**config.mk**
```make
export PLATFORM = sky130hd
export DESIGN_NAME = branch_resolve_unit_flat
export DESIGN_NICKNAME = d
export VERILOG_FILES = /design/src/rtl/branch_resolve_unit_if.sv /design/src/rtl/branch_resolve_unit.sv /design/src/flat_wrapper.sv
export SDC_FILE = /design/constraint.sdc
export NUM_CORES = 1
export LEC_CHECK = 0
export CAP_MARGIN = 20
export CORE_UTILIZATION = 47
export CTS_CLUSTER_SIZE = 40
export DETAILED_ROUTE_END_ITERATION = 10
export GPL_ROUTABILITY_DRIVEN = 0
export GPL_TIMING_DRIVEN = 1
export PLACE_DENSITY_LB_ADDON = 0.05
export SLEW_MARGIN = 20
export SYNTH_ARGS = -nofsm -noshare
export SYNTH_HDL_FRONTEND = slang
export SYNTH_SLANG_ARGS = --single-unit
```
**constraint.sdc**
```tcl
create_clock -name clk -period 2.65 [get_ports clk]
set_input_delay 0.265 -clock clk [delete_from_list [all_inputs] [get_ports clk]]
set_output_delay 0.265 -clock clk [all_outputs]
set_load 0.05 [all_outputs]
```
**src/rtl/branch_resolve_unit_if.sv**
```systemverilog
`default_nettype none
// ============================================================================
// Module      : branch_resolve_unit_if
// Description : Fetch-lookup, execute-resolve and redirect/statistics signals
//               shared between the pipeline and branch_resolve_unit.
// Revision    : 1.0 - initial release
// ============================================================================
interface branch_resolve_unit_if;
    // Fetch-side prediction lookup
    logic [31:0] if_pc;
    logic        if_pred_taken;
    // Execute-stage instruction and ALU comparison flags {lt,gt,eq}
    logic        ex_valid;
    logic        ex_is_branch;
    logic        ex_is_jump;
    logic [2:0]  ex_funct3;
    logic [31:0] ex_pc;
    logic [31:0] ex_target;
    logic        ex_pred_taken;
    logic [2:0]  cmp_flags;
    // Redirect / flush and error reporting
    logic        redirect_valid;
    logic [31:0] redirect_pc;
    logic        illegal_branch;
    // Statistics
    logic [31:0] stat_branches;
    logic [31:0] stat_mispred;

    // Pipeline side: drives lookups and EX instructions, consumes redirects
    modport master (
        output if_pc, ex_valid, ex_is_branch, ex_is_jump, ex_funct3,
               ex_pc, ex_target, ex_pred_taken, cmp_flags,
        input  if_pred_taken, redirect_valid, redirect_pc, illegal_branch,
               stat_branches, stat_mispred
    );

    // Branch unit side
    modport slave (
        input  if_pc, ex_valid, ex_is_branch, ex_is_jump, ex_funct3,
               ex_pc, ex_target, ex_pred_taken, cmp_flags,
        output if_pred_taken, redirect_valid, redirect_pc, illegal_branch,
               stat_branches, stat_mispred
    );
endinterface
`default_nettype wire

```
**src/rtl/branch_resolve_unit.sv**
```systemverilog
`default_nettype none
// ============================================================================
// Module      : branch_resolve_unit
// Description : Resolves conditional branches and jumps in EX from the ALU
//               comparison flags, detects direction mispredicts, issues a
//               registered one-cycle fetch redirect, and owns the 2-bit
//               saturating branch history table read by fetch.
//               Optional feature macro: BRU_STATS_EN (resolved/mispredict
//               counters; tied to zero when undefined).
// Revision    : 1.0 - initial release
// ============================================================================
module branch_resolve_unit #(
    parameter int          BHT_ENTRIES = 64,            // power of two, >= 2
    parameter logic [31:0] RESET_PC    = 32'h0000_0000
) (
    input  wire logic             clk,
    input  wire logic             rst,
    branch_resolve_unit_if.slave  bru
);

    localparam int         IDX_W        = $clog2(BHT_ENTRIES);
    localparam logic [1:0] C_CTR_INIT   = 2'b01;   // weakly not-taken
    localparam logic [1:0] C_CTR_MAX    = 2'b11;
    localparam logic [1:0] C_CTR_MIN    = 2'b00;

    // ------------------------------------------------------------------
    // State
    // ------------------------------------------------------------------
    logic [1:0]       bht_q [BHT_ENTRIES];
    logic             redirect_valid_q, redirect_valid_d;
    logic [31:0]      redirect_pc_q,    redirect_pc_d;
    logic             illegal_q,        illegal_d;

    // ------------------------------------------------------------------
    // Combinational decode
    // ------------------------------------------------------------------
    logic             flag_lt;
    logic             flag_eq;
    logic             cond;
    logic             legal;
    logic             acc;
    logic             taken;
    logic             mispredict;
    logic             bht_we;
    logic [IDX_W-1:0] rd_idx;
    logic [IDX_W-1:0] wr_idx;
    logic [1:0]       wr_old;
    logic [1:0]       wr_new;

    assign flag_lt = bru.cmp_flags[2];
    assign flag_eq = bru.cmp_flags[0];

    // The greater-than flag and the PC bits outside the table index are not
    // needed for resolution or lookup.
    logic unused_bits;
    assign unused_bits = ^{bru.cmp_flags[1], bru.if_pc[1:0],
                           bru.if_pc[31:IDX_W+2], bru.ex_pc[1:0]};

    // Branch condition from funct3; unsigned variants share the lt flag
    // because the ALU compare mode was already chosen upstream.
    always_comb begin
        cond  = 1'b0;
        legal = 1'b1;
        case (bru.ex_funct3)
            3'b000:         cond = flag_eq;     // BEQ
            3'b001:         cond = ~flag_eq;    // BNE
            3'b100, 3'b110: cond = flag_lt;     // BLT / BLTU
            3'b101, 3'b111: cond = ~flag_lt;    // BGE / BGEU
            default: begin                      // 010 / 011 are not branches
                cond  = 1'b0;
                legal = 1'b0;
            end
        endcase
    end

    // Anything sitting in EX while a redirect is being issued is wrong-path.
    assign acc        = bru.ex_valid & ~redirect_valid_q
                      & (bru.ex_is_branch | bru.ex_is_jump);
    assign taken      = bru.ex_is_jump ? 1'b1 : cond;
    assign mispredict = acc & (taken != bru.ex_pred_taken);

    // Only legal conditional branches train the predictor; jumps never do.
    assign bht_we = acc & ~bru.ex_is_jump & bru.ex_is_branch & legal;
    assign wr_idx = bru.ex_pc[IDX_W+1:2];
    assign wr_old = bht_q[wr_idx];

    // Saturating 2-bit counter step toward the resolved direction
    always_comb begin
        wr_new = wr_old;
        if (taken) begin
            if (wr_old != C_CTR_MAX) wr_new = wr_old + 2'b01;
        end else begin
            if (wr_old != C_CTR_MIN) wr_new = wr_old - 2'b01;
        end
    end

    // Next-state for the registered redirect and illegal-branch pulses
    always_comb begin
        redirect_valid_d = mispredict;
        redirect_pc_d    = redirect_pc_q;
        illegal_d        = acc & ~bru.ex_is_jump & bru.ex_is_branch & ~legal;
        if (mispredict) begin
            redirect_pc_d = taken ? bru.ex_target : (bru.ex_pc + 32'd4);
        end
    end

    // Redirect / illegal registers; reset drops any pending redirect
    always_ff @(posedge clk) begin
        if (rst) begin
            redirect_valid_q <= 1'b0;
            redirect_pc_q    <= RESET_PC;
            illegal_q        <= 1'b0;
        end else begin
            redirect_valid_q <= redirect_valid_d;
            redirect_pc_q    <= redirect_pc_d;
            illegal_q        <= illegal_d;
        end
    end

    // Branch history table: full reinitialisation on reset, one write per cycle
    always_ff @(posedge clk) begin
        if (rst) begin
            for (int i = 0; i < BHT_ENTRIES; i++) begin
                bht_q[i] <= C_CTR_INIT;
            end
        end else if (bht_we) begin
            bht_q[wr_idx] <= wr_new;
        end
    end

    // Fetch lookup reads the registered table, so a same-cycle update to the
    // same index is not visible until the following cycle.
    assign rd_idx            = bru.if_pc[IDX_W+1:2];
    assign bru.if_pred_taken = bht_q[rd_idx][1];

    assign bru.redirect_valid = redirect_valid_q;
    assign bru.redirect_pc    = redirect_pc_q;
    assign bru.illegal_branch = illegal_q;

`ifdef BRU_STATS_EN
    logic [31:0] stat_br_q, stat_br_d;
    logic [31:0] stat_mp_q, stat_mp_d;

    // Counters wrap naturally at 2^32; mispredicts counted as the pulse is issued
    always_comb begin
        stat_br_d = stat_br_q + {31'd0, acc};
        stat_mp_d = stat_mp_q + {31'd0, mispredict};
    end

    // Statistics registers
    always_ff @(posedge clk) begin
        if (rst) begin
            stat_br_q <= 32'd0;
            stat_mp_q <= 32'd0;
        end else begin
            stat_br_q <= stat_br_d;
            stat_mp_q <= stat_mp_d;
        end
    end

    assign bru.stat_branches = stat_br_q;
    assign bru.stat_mispred  = stat_mp_q;
`else
    assign bru.stat_branches = 32'd0;
    assign bru.stat_mispred  = 32'd0;
`endif

endmodule
`default_nettype wire
```
**src/flat_wrapper.sv**
```systemverilog
// flat-port wrapper written by rule: the top's interface ports become plain ports
module branch_resolve_unit_flat 
#(
    parameter int          BHT_ENTRIES = 64,                                 
    parameter logic [31:0] RESET_PC    = 32'h0000_0000
)
  (clk, rst, bru_if_pc, bru_ex_valid, bru_ex_is_branch, bru_ex_is_jump, bru_ex_funct3, bru_ex_pc, bru_ex_target, bru_ex_pred_taken, bru_cmp_flags, bru_if_pred_taken, bru_redirect_valid, bru_redirect_pc, bru_illegal_branch, bru_stat_branches, bru_stat_mispred);
  branch_resolve_unit_if bru_i ();
  input  wire logic clk;
  input  wire logic rst;
  input wire logic [$bits(bru_i.if_pc)-1:0] bru_if_pc;
  input wire logic [$bits(bru_i.ex_valid)-1:0] bru_ex_valid;
  input wire logic [$bits(bru_i.ex_is_branch)-1:0] bru_ex_is_branch;
  input wire logic [$bits(bru_i.ex_is_jump)-1:0] bru_ex_is_jump;
  input wire logic [$bits(bru_i.ex_funct3)-1:0] bru_ex_funct3;
  input wire logic [$bits(bru_i.ex_pc)-1:0] bru_ex_pc;
  input wire logic [$bits(bru_i.ex_target)-1:0] bru_ex_target;
  input wire logic [$bits(bru_i.ex_pred_taken)-1:0] bru_ex_pred_taken;
  input wire logic [$bits(bru_i.cmp_flags)-1:0] bru_cmp_flags;
  output wire logic [$bits(bru_i.if_pred_taken)-1:0] bru_if_pred_taken;
  output wire logic [$bits(bru_i.redirect_valid)-1:0] bru_redirect_valid;
  output wire logic [$bits(bru_i.redirect_pc)-1:0] bru_redirect_pc;
  output wire logic [$bits(bru_i.illegal_branch)-1:0] bru_illegal_branch;
  output wire logic [$bits(bru_i.stat_branches)-1:0] bru_stat_branches;
  output wire logic [$bits(bru_i.stat_mispred)-1:0] bru_stat_mispred;
  assign bru_i.if_pc = bru_if_pc;
  assign bru_i.ex_valid = bru_ex_valid;
  assign bru_i.ex_is_branch = bru_ex_is_branch;
  assign bru_i.ex_is_jump = bru_ex_is_jump;
  assign bru_i.ex_funct3 = bru_ex_funct3;
  assign bru_i.ex_pc = bru_ex_pc;
  assign bru_i.ex_target = bru_ex_target;
  assign bru_i.ex_pred_taken = bru_ex_pred_taken;
  assign bru_i.cmp_flags = bru_cmp_flags;
  assign bru_if_pred_taken = bru_i.if_pred_taken;
  assign bru_redirect_valid = bru_i.redirect_valid;
  assign bru_redirect_pc = bru_i.redirect_pc;
  assign bru_illegal_branch = bru_i.illegal_branch;
  assign bru_stat_branches = bru_i.stat_branches;
  assign bru_stat_mispred = bru_i.stat_mispred;
  branch_resolve_unit #(.BHT_ENTRIES(BHT_ENTRIES), .RESET_PC(RESET_PC)) u_core (.clk(clk), .rst(rst), .bru(bru_i));
endmodule
```
After elaboration in Yosys (flattened, before gate mapping)
Memory sizes are Yosys's and may differ from the RTL's. Index checks and enable logic that the tools add are counted.

Bits in registers: 34. Bits in writable memories: 128. Input bits: 108. Output and inout port bits: 99. Logic and storage cells: 48. Memories kept: 1.

Add/sub/neg operators: 3. Equality and inequality tests: 7. Mux-type cells: 15. Bitwise logic cells: 13. Reductions and logical operators: 6.

Memories: u_core.bht_q (depth 64, bits a word 2, rd ports 2, clocked after memory_dff 0, wr ports 64, line branch_resolve_unit.sv:29) `logic [1:0] bht_q [BHT_ENTRIES];`.

Operators with widths (number): 32-bit by 3-bit adder with 32-bit output, second input constant (1); 32-bit two-way mux (1); 3-bit equality test, second input constant (4); 1-bit two-way mux (8); 2-bit two-way mux (4); 1-bit AND (7); 6-bit two-way mux (1); 2-bit OR reduction (3); 6-bit OR reduction (1); 1-bit inverter (5); 1-bit case mux with 4 select lines (1); 3-bit by 1-bit equality test with 1-bit output, second input constant (1); 3-bit zero test (1); 2-bit by 1-bit adder with 2-bit output, second input constant (1); 2-bit != test, second input constant (1); 2-bit nonzero test (1); 2-bit by 1-bit subtractor with 2-bit output, second input constant (1); 1-bit != test (1); 1-bit bitwise OR (1).

Logic depth before layout (Yosys ltp)
Gate-level depths: netlist of run 1.

Depth in word-level cells: 11. Mapped depth: 12.

Worst setup path before layout of run 1
OpenSTA, ideal clock, no wires.

Kind: input-to-output. Start point: input bru_if_pc[2]. End point: output bru_if_pred_taken. Arrival: 2669 ps. Data required time: 2385 ps. Path slack: -284 ps. Cell stages on the path: 6. Cells stage by stage: clkbuf_1 -> buf_1 -> mux4_2 -> mux4_2 -> a211oi_1 -> a21oi_1.

Longest elaborated chain between the ends: 1.

Ends and longest elaborated chain: from (decl) (line flat_wrapper.sv:11) `input wire logic [$bits(bru_i.if_pc)-1:0] bru_if_pc;`; memory read 64 x 2 bit; to (decl) (line flat_wrapper.sv:20) `output wire logic [$bits(bru_i.if_pred_taken)-1:0] bru_if_pred_taken;`.

Every way passes these cells.

==> results_dict.tcl, run 1 <==
set metrics [dict create \
    grt_max_degree 59 \
    seqPwrFrac_pct 42.3 \
    n_fill_cell 1747 \
    initial_core_util_pct 47.8 \
    drive_gt1_share_pct 21.0 \
    p_per_area_nw_per_um2 550 \
    grt_pass1_wl_microns 44300 \
    die_area_sq_um 21200 \
    die_y_microns 146 \
    die_x_microns 146 \
    place_inst 1389 \
    ys_seq_area_share_pct 46.7 \
    p_int_w 0.00471 \
    worstMarginPinSlew_ns 0.631 \
    final-hold-violation-count 0 \
    grtUsageTotal_pct 28.0 \
    wl_per_cell_microns 20.8 \
    combPwrFrac_pct 22.4 \
    n_antenna_cell 0 \
    synth-seq-cells 162 \
    yosys.area.top_type "edfxtp_1" \
    portBuffers 115 \
    p_leak_nw 4.38 \
    async_flop_share_pct 0 \
    crit_required_ns 2.38 \
    rsz0062_at_grt "true" \
    worst_slack_ns -0.112 \
    route.detailed.drc 0 \
    nets 1251 \
    relSlewSlack_pct 58.0 \
    ios 207 \
    drtIter0Drc 746 \
    critPathCaptureType "output pin" \
    slew_violations 0 \
    rows 52 \
    clock.fmax_ghz 0.362 \
    setup-tns-final_ns -0.143 \
    ant_nets 0 \
    skew_ns 0.0133 \
    ys_warn_count 0 \
    syn_area_per_cell_sq_um 10.0 \
    post-dp-hpwl_microns 21800 \
    ys_top_cells_by_area "edfxtp_1, dfxtp_1, mux4_2" \
    synth_flop_cell "edfxtp_1" \
    status "finished with violations" \
    synth_top_area_share_pct 39.7 \
    crit_path_start_kind "flop" \
    fp.coreArea_sq_um 20200 \
    synth.distinct_cells 55 \
    hp-class "primary input to flop" \
    finalCritPeriodShare_pct 104 \
    p_clk_share_pct 35.3 \
    drv_cap 0 \
    wl_microns 29600 \
    worstSkewPairLatency_ns 0.43 \
    violations "setup timing" \
    overflow 0 \
    cts_tree "done" \
    cts_buffers 17 \
    via_per_inst 5.72 \
    grt_pass1_vias 7594 \
    first_pass_iters 5 \
    finalSetupViolations 5 \
    cts.sinks 162 \
    switchingPower_w 0.00205 \
    htree_levels 4 \
    crit_fanout 2 \
    syn-cell-area_sq_um 9680 \
    finalCriticalPeriod_ns 2.76 \
    crit_type "flop to output pin" \
    clockBufferDepth 2 \
    syn2layout_area_growth_pct 27.1 \
    power.share.switching_pct 30.3 \
    fin_cells 1425 \
    peakVddDrop_v 0.000410 \
    syn_inst 968 \
    antenna_found_initial 0 \
    clk_pin_slew_ns 0.07 \
    synth_edf_count 128 \
    cts-root-buf "clkbuf_16" \
    cp_data_arrival_time_ns 2.50 \
    num_vias 8149 \
]
[synthesized netlist by cell type, types with 3 or more instances]
cell      instances
nor4_1            7
a31oi_1           9
edfxtp_1        128
buf_4            68
inv_1            13
a221oi_1         16
or2_2            34
nor3_1           74
mux2i_1          32
o21ai_0           9
and2_1            7
and4_1            6
dfxtp_1          34
a311oi_1          3
buf_1             4
nand3_1          25
or3_1             3
a21oi_1          40
nand2_1          74
xor2_1            7
clkbuf_1         59
a211oi_1         23
nor2b_1           4
o21bai_1         17
xnor2_1          23
buf_6             9
o22ai_1           9
mux4_2           23
nor2_1          104
a21o_1           16
nand4_1          23
a221o_1           5
nand2b_1          5
nor3b_1           4
buf_2            14
nor4b_1           3
o22a_1            9
[critical path, stage by stage, from the launching register on]
cell	delay [ns]
edfxtp_1	0.49
mux4_2	0.49
mux4_2	0.52
nor2b_1	0.16
a211oi_2	0.15
a21oi_1	0.06
buf_4	0.19
[repair_timing]
item,4_1_cts,5_1_grt
cloned,0,3
setup buffers,1,0
pin swaps,1,3
hold buffers,0,0
endpoints found under the setup margin,129,129
gates resized for setup,10,20
endpoints found under the hold margin,0,0
[cell usage in the layout, fill, tap and decap left out, types with 4 or more instances in the layout]
| master | instances |
|---|---|
| edfxtp_1 | 128 |
| buf_4 | 115 |
| clkdlybuf4s50_1 | 108 |
| nor2_1 | 102 |
| nand2_1 | 73 |
| nor3_1 | 73 |
| conb_1 | 64 |
| a21oi_1 | 40 |
| or2_2 | 34 |
| dfxtp_1 | 34 |
| mux2i_1 | 31 |
| nand3_1 | 25 |
| mux4_2 | 23 |
| nand4_1 | 23 |
| xnor2_1 | 23 |
| a211oi_1 | 22 |
| clkbuf_16 | 19 |
| a21o_1 | 16 |
| o21bai_1 | 16 |
| inv_1 | 13 |
| a221oi_1 | 13 |
| o22ai_1 | 9 |
| o22a_1 | 9 |
| buf_12 | 9 |
| o21ai_0 | 8 |
| xor2_1 | 7 |
| nor4_1 | 7 |
| a31oi_1 | 7 |
| and2_1 | 6 |
| and4_1 | 6 |
| a221o_1 | 5 |
| buf_6 | 5 |
| inv_6 | 4 |
[per-stage QoR]
step	total power, W	worst slack (ns)	hold WS, ns	util [%]	area, sq um
6_report	0.00676	-0.112	0.154	60.8	12300
5_1_grt	0.00696	-0.143	0.168	60.8	12300
4_1_cts	0.00671	-0.0979	0.132	60.1	12200
3_5_place_dp	0.00433	-0.885	0.449	57.2	11600
3_3_place_gp	0.00433	-0.897	0.439	57.2	11600
2_1_floorplan	0.00390	0.0160	0.341	-	9960
[final timing paths]
kind	startpoint	to	slack (ns)	cells after the start
setup / recovery	u_core.bht_q[9][1]	bru_if_pred_taken	-0.11	6
hold / removal	rst	u_core.bru.illegal_branch	0.15	4
setup reg to reg	u_core.bht_q[29][0]	u_core.bht_q[25][0]	-0.01	8
hold reg to reg	u_core.bru.redirect_pc[23]	u_core.bru.redirect_pc[23]	0.45	2
[cells by family (layout without fill, tap and decap cells)]
group / after synthesis / count (layout) / share of synthesized area (%)
adders and majority gates: 3 / 3 / 0.349
DFF: 162 / 162 / 46.7
AOI/OAI and AO/OA: 166 / 166 / 12.0
buffers and inverters: 168 / 292 / 10.0
xor gates and xnor gates: 30 / 30 / 2.71
and+or+nand+nor: 381 / 381 / 19.2
other: 1 / 64 / 0.0387
muxes: 57 / 57 / 8.89
[sequential cells by signal, summed over array words and instances, names as in the netlist]
register,flops
u_core.bht_q,128
u_core.bru.redirect_pc,32
u_core.bru.illegal_branch,1
u_core.bru.redirect_valid,1
[metal layers]
| layer | part of all wire [%] | track usage [%] | routed length [microns] | vias to the layer above |
|---|---|---|---|---|
| met3 | 7.8 | 5.27 | 2320 | 44 |
| met4 | 2.1 | 8.47 | 636 | 0 |
| li1 | - | - | - | 3791 |
| met1 | 43 | 39.6 | 12800 | 3892 |
| met2 | 47 | 43.6 | 13800 | 422 |
| met5 | 0 | 0 | 0 | - |
[power groups by stage]
| stage | clock network, W | logic (W) | registers [W] |
|---|---|---|---|
| after global routing | 0.00250 | 0.00160 | 0.00286 |
| final | 0.00239 | 0.00152 | 0.00286 |
| after detailed placement | 0 | 0.00142 | 0.00291 |
| after floorplan | 0 | 0.000905 | 0.00300 |
| after global placement | 0 | 0.00142 | 0.00291 |
| after CTS | 0.00242 | 0.00143 | 0.00286 |
[layout make-up]
cell class	instances	area, sq um	area share (%)
Clock buffer	21	450	3.66
Tap cell	270	338	2.75
Sequential cell	162	4520	36.8
Multi-Input combinational cell	701	4530	36.8
Clock inverter	11	103	0.834
Inverter	14	52.6	0.427
Timing Repair Buffer	246	2300	18.7
Power figures use the tool's default switching activity.
==> inputs of run 2 (changes only) <==
Settings changed: REMOVE_ABC_BUFFERS from default to 1.
==> results_dict.tcl, run 2 (synthesis results as in run 1) <==
set metrics [dict create \
    use_met3_pct 4.51 \
    ant_nets 0 \
    relSlewSlack_pct 30.8 \
    worstMarginPinSlew_ns 1.04 \
    worst_r2r_endpoint "u_core.bht_q[24][0]" \
    rows 52 \
    cp_data_arrival_time_ns 2.88 \
    p_per_area_nw_per_um2 554 \
    drv_cap 0 \
    drive_gt1_share_pct 23.2 \
    regMostFlops "u_core.bht_q" \
    n_antenna_cell 0 \
    grt_busiest_layer "met2" \
    grt_max_degree 98 \
    cts.sinks 162 \
    portBuffers 115 \
    cts_tree "done" \
    grt_pass1_wl_microns 45200 \
    crit_fanout 10 \
    clk_pin_slew_ns 0.06 \
    r2r_setup_slack_ns -0.05 \
    mostFrequentLayoutCell "edfxtp_1" \
    slew_violations 0 \
    mostFrequentLayoutCells "edfxtp_1, buf_4, clkdlybuf4s50_1" \
    antenna_found_initial 0 \
    ios 207 \
    grtUsageTotal_pct 28.3 \
    overflow 0 \
    die_y_microns 146 \
    wl_microns 29900 \
    initial_core_util_pct 47.8 \
    crit_required_ns 2.83 \
    place_inst 1387 \
    grt.met1_usage_pct 36.9 \
    clock.fmax_ghz 0.371 \
    finalSetupViolations 50 \
    nets 1261 \
    totalPowerFinal_w 0.00699 \
    finalCriticalPeriod_ns 2.70 \
    fin_cells 1435 \
    via_per_inst 5.76 \
    die_area_sq_um 21200 \
    clockBufferDepth 2 \
    largest_reg_flops 128 \
    peakVddDrop_v 0.000493 \
    critPathCapture "u_core.bht_q[24][0]" \
    grt_pass1_vias 7956 \
    r2r_cells 9 \
    first_pass_iters 5 \
    critPathCaptureType "flop" \
    placed_area_sq_um 11600 \
    rsz0062_at_grt "true" \
    route.detailed.drc 0 \
    grt_use_met2_pct 46.8 \
    final_cell_area_sq_um 12600 \
    status "finished with violations" \
    p_leak_nw 4.52 \
    violations "setup timing" \
    fp.coreArea_sq_um 20200 \
    skew_ns 0.00964 \
    worstSkewPairLatency_ns 0.44 \
    n_fill_cell 1668 \
    worst_slack_ns -0.0465 \
    setup-tns-final_ns -0.789 \
    drtIter0Drc 803 \
    r2r_start "u_core.bht_q[5][1]" \
    crit_type "flop to flop" \
    htree_levels 4 \
    cts_buffers 17 \
    finalCritPeriodShare_pct 102 \
    crit_path_start_kind "flop" \
    hp-class "primary input to flop" \
    final-hold-violation-count 0 \
    wl_per_cell_microns 20.8 \
    cts-root-buf "clkbuf_16" \
    setup.worst_path.start "u_core.bht_q[5][1]" \
    syn2layout_area_growth_pct 30.3 \
    post-dp-hpwl_microns 20400 \
    die_x_microns 146 \
    num_vias 8270 \
]
## run 2: cell types whose count changed in the layout (fill, tap and decap cells not counted), moves of 4 or more
cell / before / now
nand3_1: 25 / 15
buf_6: 5 / 1
nand2_1: 73 / 64
clkinvlp_4: 1 / 5
nand2_2: 1 / 6
buf_12: 9 / 15
nand2_4: 0 / 4
nand3_2: 0 / 10
## run 2: stage by stage
step / worst slack (ns) / hold slack (ns) / utilization, %
2_1_floorplan: -3.94 / 0.334 / -
3_3_place_gp: -0.622 / 0.440 / 57.3
3_5_place_dp: -0.640 / 0.446 / 57.3
4_1_cts: -0.0570 / 0.160 / 61.0
5_1_grt: -0.0965 / 0.219 / 62.3
6_report: -0.0465 / 0.156 / 62.3
## run 2: what timing repair did
item                       4_1_cts  5_1_grt
hold buffers                     0        0
resized for setup               15       38
setup buffers                    6        3
cloned                           3        5
pin swaps                        5       15
setup endpoints to repair      129       74
## run 2: worst min-delay path by stage
stage,to,depth (start not counted),startpoint,slack [ns]
after floorplan,u_core.bru.redirect_pc[23],1,rst,0.33
after global placement,u_core.bru.redirect_pc[26],2,u_core.bru.redirect_pc[26],0.44
after detailed placement,u_core.bru.redirect_pc[31],2,u_core.bru.redirect_pc[31],0.45
after CTS,u_core.bru.illegal_branch,4,rst,0.16
after global routing,u_core.bru.illegal_branch,4,rst,0.22
final,u_core.bru.illegal_branch,4,rst,0.16
## run 2: cell type report
class	count	area [sq um]	area share, %
Clock buffer	17	425	3.37
Tap cell	270	338	2.68
Timing Repair Buffer	256	2520	20.0
Clock inverter	15	158	1.25
Multi-Input combinational cell	701	4600	36.4
Sequential cell	162	4520	35.9
Inverter	14	52.6	0.417
## run 2: per-layer routing
metal	vias up	part of all wire [%]
li1	3807	-
met1	3922	40
met2	470	48
met3	71	9.1
met4	0	3.2
met5	-	0
## run 2: where the power goes
part / leakage, nW / total (W) / switching (W) / internal, W
registers: 1.43 / 0.00285 / 0.0000430 / 0.00281
logic: 2.83 / 0.00163 / 0.000989 / 0.000645
clock network: 0.272 / 0.00251 / 0.00111 / 0.00140
## run 2: critical path: stages (launching register included)
cell       delay [ns]
edfxtp_1         0.42
buf_4            0.16
mux2i_1          0.16
o22a_1           0.15
o21ai_1          0.10
a2111o_1         0.44
and4bb_2         0.35
maj3_4           0.35
clkbuf_16        0.22
nand4_1          0.09
